### src/rtl/handshake_arb_pkg.sv
// Shared sizing constants and types for the round-robin handshake arbiter.
package handshake_arb_pkg;

    localparam int N     = 3;
    localparam int WIDTH = 4;

    // Index width for an N-entry requester set; a single requester still
    // needs one bit so that every index vector has a legal width.
    function automatic int idx_w(input int n);
        return (n > 1) ? $clog2(n) : 1;
    endfunction

    localparam int IDX_W = idx_w(N);

    typedef logic [IDX_W-1:0] src_idx_t;

endpackage

### src/rtl/handshake_rr_arb_rr_pick.sv
// Combinational round-robin picker: the first set valid bit found by
// searching upward from ptr, wrapping modulo N.
module rr_pick #(
    parameter int N     = handshake_arb_pkg::N,
    parameter int IDX_W = handshake_arb_pkg::IDX_W
) (
    input  logic [N-1:0]     valid,
    input  logic [IDX_W-1:0] ptr,
    output logic [N-1:0]     grant,
    output logic [IDX_W-1:0] idx,
    output logic             any
);

    logic [IDX_W-1:0] cand [N];
    logic [N-1:0]     hit;

    // Candidate gi is the requester sitting gi places above ptr; ptr is
    // always below N, so a single conditional subtract performs the wrap.
    generate
        for (genvar gi = 0; gi < N; gi++) begin : g_off
            logic [IDX_W:0] sum;
            assign sum       = {1'b0, ptr} + (IDX_W+1)'(gi);
            assign cand[gi]  = (sum >= (IDX_W+1)'(N)) ? IDX_W'(sum - (IDX_W+1)'(N))
                                                      : sum[IDX_W-1:0];
            assign hit[gi]   = valid[cand[gi]];
        end
    endgenerate

    // Lowest offset wins, so scan from the far end and let nearer hits overwrite.
    always_comb begin
        idx   = '0;
        any   = |hit;
        grant = '0;
        for (int k = N - 1; k >= 0; k--) begin
            if (hit[k]) begin
                idx = cand[k];
            end
        end
        if (any) begin
            grant = N'(1) << idx;
        end
    end

endmodule

### src/rtl/handshake_rr_arb.sv
// N-to-1 round-robin arbiter with valid/ready handshakes on both sides and
// a single registered output beat that sustains one transfer per cycle.
module handshake_rr_arb #(
    parameter int N     = handshake_arb_pkg::N,
    parameter int WIDTH = handshake_arb_pkg::WIDTH
) (
    input  logic                                  CLK,
    input  logic                                  RESET,
    input  logic [N-1:0]                          handshake_arr_valid,
    output logic [N-1:0]                          handshake_arr_ready,
    input  logic [N-1:0][WIDTH-1:0]               in_data,
    output logic                                  handshake_valid,
    input  logic                                  handshake_ready,
    output logic [WIDTH-1:0]                      out_data,
    output logic [handshake_arb_pkg::idx_w(N)-1:0] out_src,
    output logic                                  idle
);

    localparam int IDX_W = handshake_arb_pkg::idx_w(N);

    logic [IDX_W-1:0] ptr_reg;
    logic [IDX_W-1:0] ptr_next;
    logic [N-1:0]     pick_grant;
    logic [IDX_W-1:0] pick_idx;
    logic             pick_any;

    logic             out_valid_reg;
    logic [WIDTH-1:0] out_data_reg;
    logic [IDX_W-1:0] out_src_reg;

    logic             can_load;
    logic             up_xfer;

    rr_pick #(
        .N     (N),
        .IDX_W (IDX_W)
    ) u_pick (
        .valid (handshake_arr_valid),
        .ptr   (ptr_reg),
        .grant (pick_grant),
        .idx   (pick_idx),
        .any   (pick_any)
    );

    // The output slot can accept a new beat if empty or draining this cycle.
    assign can_load = !out_valid_reg || handshake_ready;

    // Grant is masked during reset so no beat is accepted and then discarded.
    assign handshake_arr_ready = (can_load && pick_any && !RESET) ? pick_grant : '0;
    assign up_xfer             = |(handshake_arr_valid & handshake_arr_ready);

    // Next search start is just past the winner, wrapping from N-1 to 0.
    always_comb begin
        ptr_next = '0;
        if (pick_idx != IDX_W'(N - 1)) begin
            ptr_next = pick_idx + 1'b1;
        end
    end

    // Pointer advances only when a requester actually hands over a beat.
    always_ff @(posedge CLK) begin
        if (RESET) begin
            ptr_reg <= '0;
        end else if (up_xfer) begin
            ptr_reg <= ptr_next;
        end
    end

    // Output register: load on upstream transfer (replacing any draining
    // beat), otherwise empty on downstream transfer keeping payload/source.
    always_ff @(posedge CLK) begin
        if (RESET) begin
            out_valid_reg <= 1'b0;
            out_data_reg  <= '0;
            out_src_reg   <= '0;
        end else if (up_xfer) begin
            out_valid_reg <= 1'b1;
            out_data_reg  <= in_data[pick_idx];
            out_src_reg   <= pick_idx;
        end else if (handshake_ready) begin
            out_valid_reg <= 1'b0;
        end
    end

    assign handshake_valid = out_valid_reg;
    assign out_data        = out_data_reg;
    assign out_src         = out_src_reg;
    assign idle            = !out_valid_reg && !(|handshake_arr_valid);

endmodule

### config.mk
export PLATFORM = sky130hd
export DESIGN_NAME = handshake_rr_arb
export DESIGN_NICKNAME = d
export VERILOG_FILES = /design/src/rtl/handshake_arb_pkg.sv /design/src/rtl/handshake_rr_arb_rr_pick.sv /design/src/rtl/handshake_rr_arb.sv
export SDC_FILE = /design/constraint.sdc
export NUM_CORES = 1
export LEC_CHECK = 0
export BUFFER_PORTS_ARGS = -buffer_cell sky130_fd_sc_hd__buf_2
export CORE_MARGIN = 2
export CORE_UTILIZATION = 47
export DETAILED_ROUTE_END_ITERATION = 16
export PLACE_DENSITY = 0.77
export SYNTH_ARGS = -nofsm -noshare
export SYNTH_HDL_FRONTEND = slang
export SYNTH_SLANG_ARGS = --single-unit
### constraint.sdc
create_clock -name CLK -period 3.1 [get_ports CLK]
set_clock_uncertainty 0.1 [all_clocks]
set_input_delay 0.155 -clock CLK [delete_from_list [all_inputs] [get_ports CLK]]
set_output_delay 0.155 -clock CLK [all_outputs]
set_load 0.02 [all_outputs]
==> run metrics <==
initial antenna violation count=0; std cell rows=14; nature of the critical path endpoint=flip-flop; critical path startpoint category=flip-flop; number of hold-slack violations in the final timing report=0; #FFs+latches synth=9; dominant combinational cell family by area after synthesis=compound AO/OA/AOI/OAI gates; Post-CTS Resized=0; number of vias in the routed layout=729; Clock power frac=0.176; hold bufs inserted after CTS=0; count of flip-flops with a built-in enable after synthesis=0; area share of and/or/nand/nor cells after synthesis=0.1756; Slowest cell on crit path=sky130_fd_sc_hd__a221o_1; count of final setup violators=0; multiplexer share of the synthesized area=0.1488; worst IR drop on VDD=0.3343 mV; All-Layer GR Usage=0.1876; Syn Std Cell Area=748.2 um2; Congestion Overflow GR=0; beginning of the critical path=ptr_reg[0]; level count of the clock H-tree=1; fraction of the yosys area taken by sequential cells=0.2408; warnings from Yosys=0; number of top-level pins=29; Req. time, crit path=3.19 ns; internal power summed over all cells=0.2982 mW; max-slew violation count=0; worst path setup slack after routing=0.5694 ns; via/cell ratio=5.565; floorplan die height=43.90 um; CORE AREA=1506 um2; Setup WS pre-CTS=0.5898 ns; P&R area growth vs syn=22.24%; number of flip-flops in the largest register=4; die span in x=43.90 um; post-synthesis instance total=86; Critical path destination=out_data[1]; Placed Cells incl. Taps=127; number of detailed-routing iterations run before antenna repair=4; clock-pin slew on the worst setup and hold paths=0.06 ns; Async SR Flop Fraction=0; power dissipated by switching net loads=0.2059 mW; most used cells in the layout excluding fill and tap cells=sky130_fd_sc_hd__buf_2, sky130_fd_sc_hd__mux2i_1, sky130_fd_sc_hd__nor2_1; RSZ-0062 raised after global routing=false; outcome=complete, no violations; R2R setup slack=0.57 ns; die footprint=1927 um2; clock buffer count from CTS=3; hold crit path type=in2reg; proportion of power drawn by flip-flops and latches=0.290; power density cells=551.1 nW/um2; count of max-cap constraint violations=0; final antenna-violating net count=0; TritonCTS clock tree=built; worst reg-to-reg path cell count=8; Final TNS setup=0 ns; reg-to-reg endpoint=out_data[1]; arithmetic-cell share of the synthesized area counting full adders, half adders and majority gates=0.06689; worst slew slack as a fraction of its limit=0.7255; Setup CP Type=reg2reg; highest attainable clock frequency=395.2 MHz; Tcrit/Tclk final=0.8163; Clk Tree Root Cell=sky130_fd_sc_hd__clkbuf_4; cell class contributing the biggest share of worst-path delay=compound AO/OA/AOI/OAI gates; delay of the slowest cell on the worst path=0.51 ns; arrival time of the worst setup path=2.62 ns; number of port buffers=28; Routed WL per cell=12.92 um; utilization of the core after routing=0.6071; syn nets=108; final net count=138; antenna diode count=0; peak fanout along the critical path=13; pin count of the biggest net entering global routing=14; switch share=0.4084; first-pass GRT wire length=2766 um; Clock Latency Late Sink=0.26 ns; unique cell type count in the Yosys netlist=34; top flip-flop cell by instance count after synthesis=sky130_fd_sc_hd__dfxtp_1; R2R Path Start=ptr_reg[0]; initial core utilization=0.4967; time the worst path needs with I/O delays and setup=2.531 ns; most common library cell in the layout ignoring fill and taps=sky130_fd_sc_hd__buf_2; # fillers=145; total wire length after detailed routing=1692 um; Compound-Gate Fraction of Synth Area=0.3060; standby leakage power=0.4689 nW; Worst-Margin Slew=0.4116 ns; sinks on the clock net=9; Max clock buf depth=2; post-synthesis average cell area=8.700 um2; DRC=0; Detailed Route Iter0 Violations=23; Stages on worst setup path=8; final std cells w/o fill=131; number of global-route vias before repair=689; xor/xnor cell area share of the yosys netlist=0; total setup buffers inserted after CTS=0; logic gate share of total power=0.533; Buf/Inv on CP=1; Final Total Pwr=0.5041 mW; detailed placer's ending HPWL=1341 um; gp weighted congestion=0.8637; layout cell share with drive strength beyond 1=0.3304; cell breakdown of the critical path=inv_1 -> ha_1 -> a21oi_1 -> o21ai_1 -> a221o_1 -> a21boi_4 -> a21oi_4 -> mux2i_1
## per-stage QoR
| stage | hold WS (ns) | cell area, um2 |
|---|---|---|
| after detailed placement | 0.3340 | 888.4 |
| after CTS | 0.05849 | 914.6 |
| after global placement | 0.3273 | 888.4 |
| after global routing | 0.08377 | 914.6 |
| after floorplan | 0.1241 | 748.2 |
| final | 0.06279 | 914.6 |
## layout make-up
type | instances | area, um2 | share of cell area
inverters | 7 | 26.28 | 0.02873
clock buffers | 4 | 26.28 | 0.02873
well taps | 16 | 20.02 | 0.02189
multi-input cells | 67 | 521.8 | 0.5705
flip-flops and latches | 9 | 180.2 | 0.1970
repair buffers | 28 | 140.1 | 0.1532
## cell usage after synthesis (all sizes together) (2+ instances only)
cell	count	area, um2
a211o	5	45.04
buf	2	16.26
nor2b	2	12.51
o211a	3	30.03
nand2	8	32.54
ha	4	50.05
o21ai	3	15.01
a21oi	4	31.28
inv	7	26.28
dfxtp	9	180.2
nand3	2	10.01
nor2	10	37.54
a21o	2	15.01
mux2i	10	100.1
## how the worst min path moves through the flow
stage               start         end  slack [ns]  depth (start not counted)
global placement    RESET  ptr_reg[0]        0.33                          2
global route        RESET  ptr_reg[0]        0.08                          2
floorplan           RESET  ptr_reg[0]        0.12                          1
CTS                 RESET  ptr_reg[0]        0.06                          2
detailed placement  RESET  ptr_reg[0]        0.33                          2
finish              RESET  ptr_reg[0]        0.06                          2
## cells by family after synthesis
group                    count (synthesis)
AO/OA/AOI/OAI                           25
adder cells (fa/ha/maj)                  4
AND/OR/NAND/NOR                         27
buffers and inverters                   10
multiplexers                            11
flip-flops                               9
## worst register-to-register path, stage by stage (launching register included)
cell,delay (ns)
sky130_fd_sc_hd__dfxtp_1,0.37
sky130_fd_sc_hd__inv_1,0.08
sky130_fd_sc_hd__ha_1,0.41
sky130_fd_sc_hd__a21oi_1,0.19
sky130_fd_sc_hd__o21ai_1,0.08
sky130_fd_sc_hd__a221o_1,0.51
sky130_fd_sc_hd__a21boi_4,0.22
sky130_fd_sc_hd__a21oi_4,0.29
sky130_fd_sc_hd__mux2i_1,0.22
## power by group through the flow
stage	Combinational, mW	Sequential, mW	Clock (mW)
finish	0.269	0.146	0.0889
global route	0.293	0.149	0.0952
CTS	0.269	0.147	0.0921
detailed placement	0.268	0.149	0
global placement	0.262	0.148	0
floorplan	0.193	0.166	0
## routing by layer
layer / part of all wire / GRT usage
met4: 0.0083 / 0.08485
met1: 0.44 / 0.2316
met2: 0.50 / 0.3265
met5: 0 / 0
met3: 0.051 / 0.01667
(Power assumes the default switching activity.)
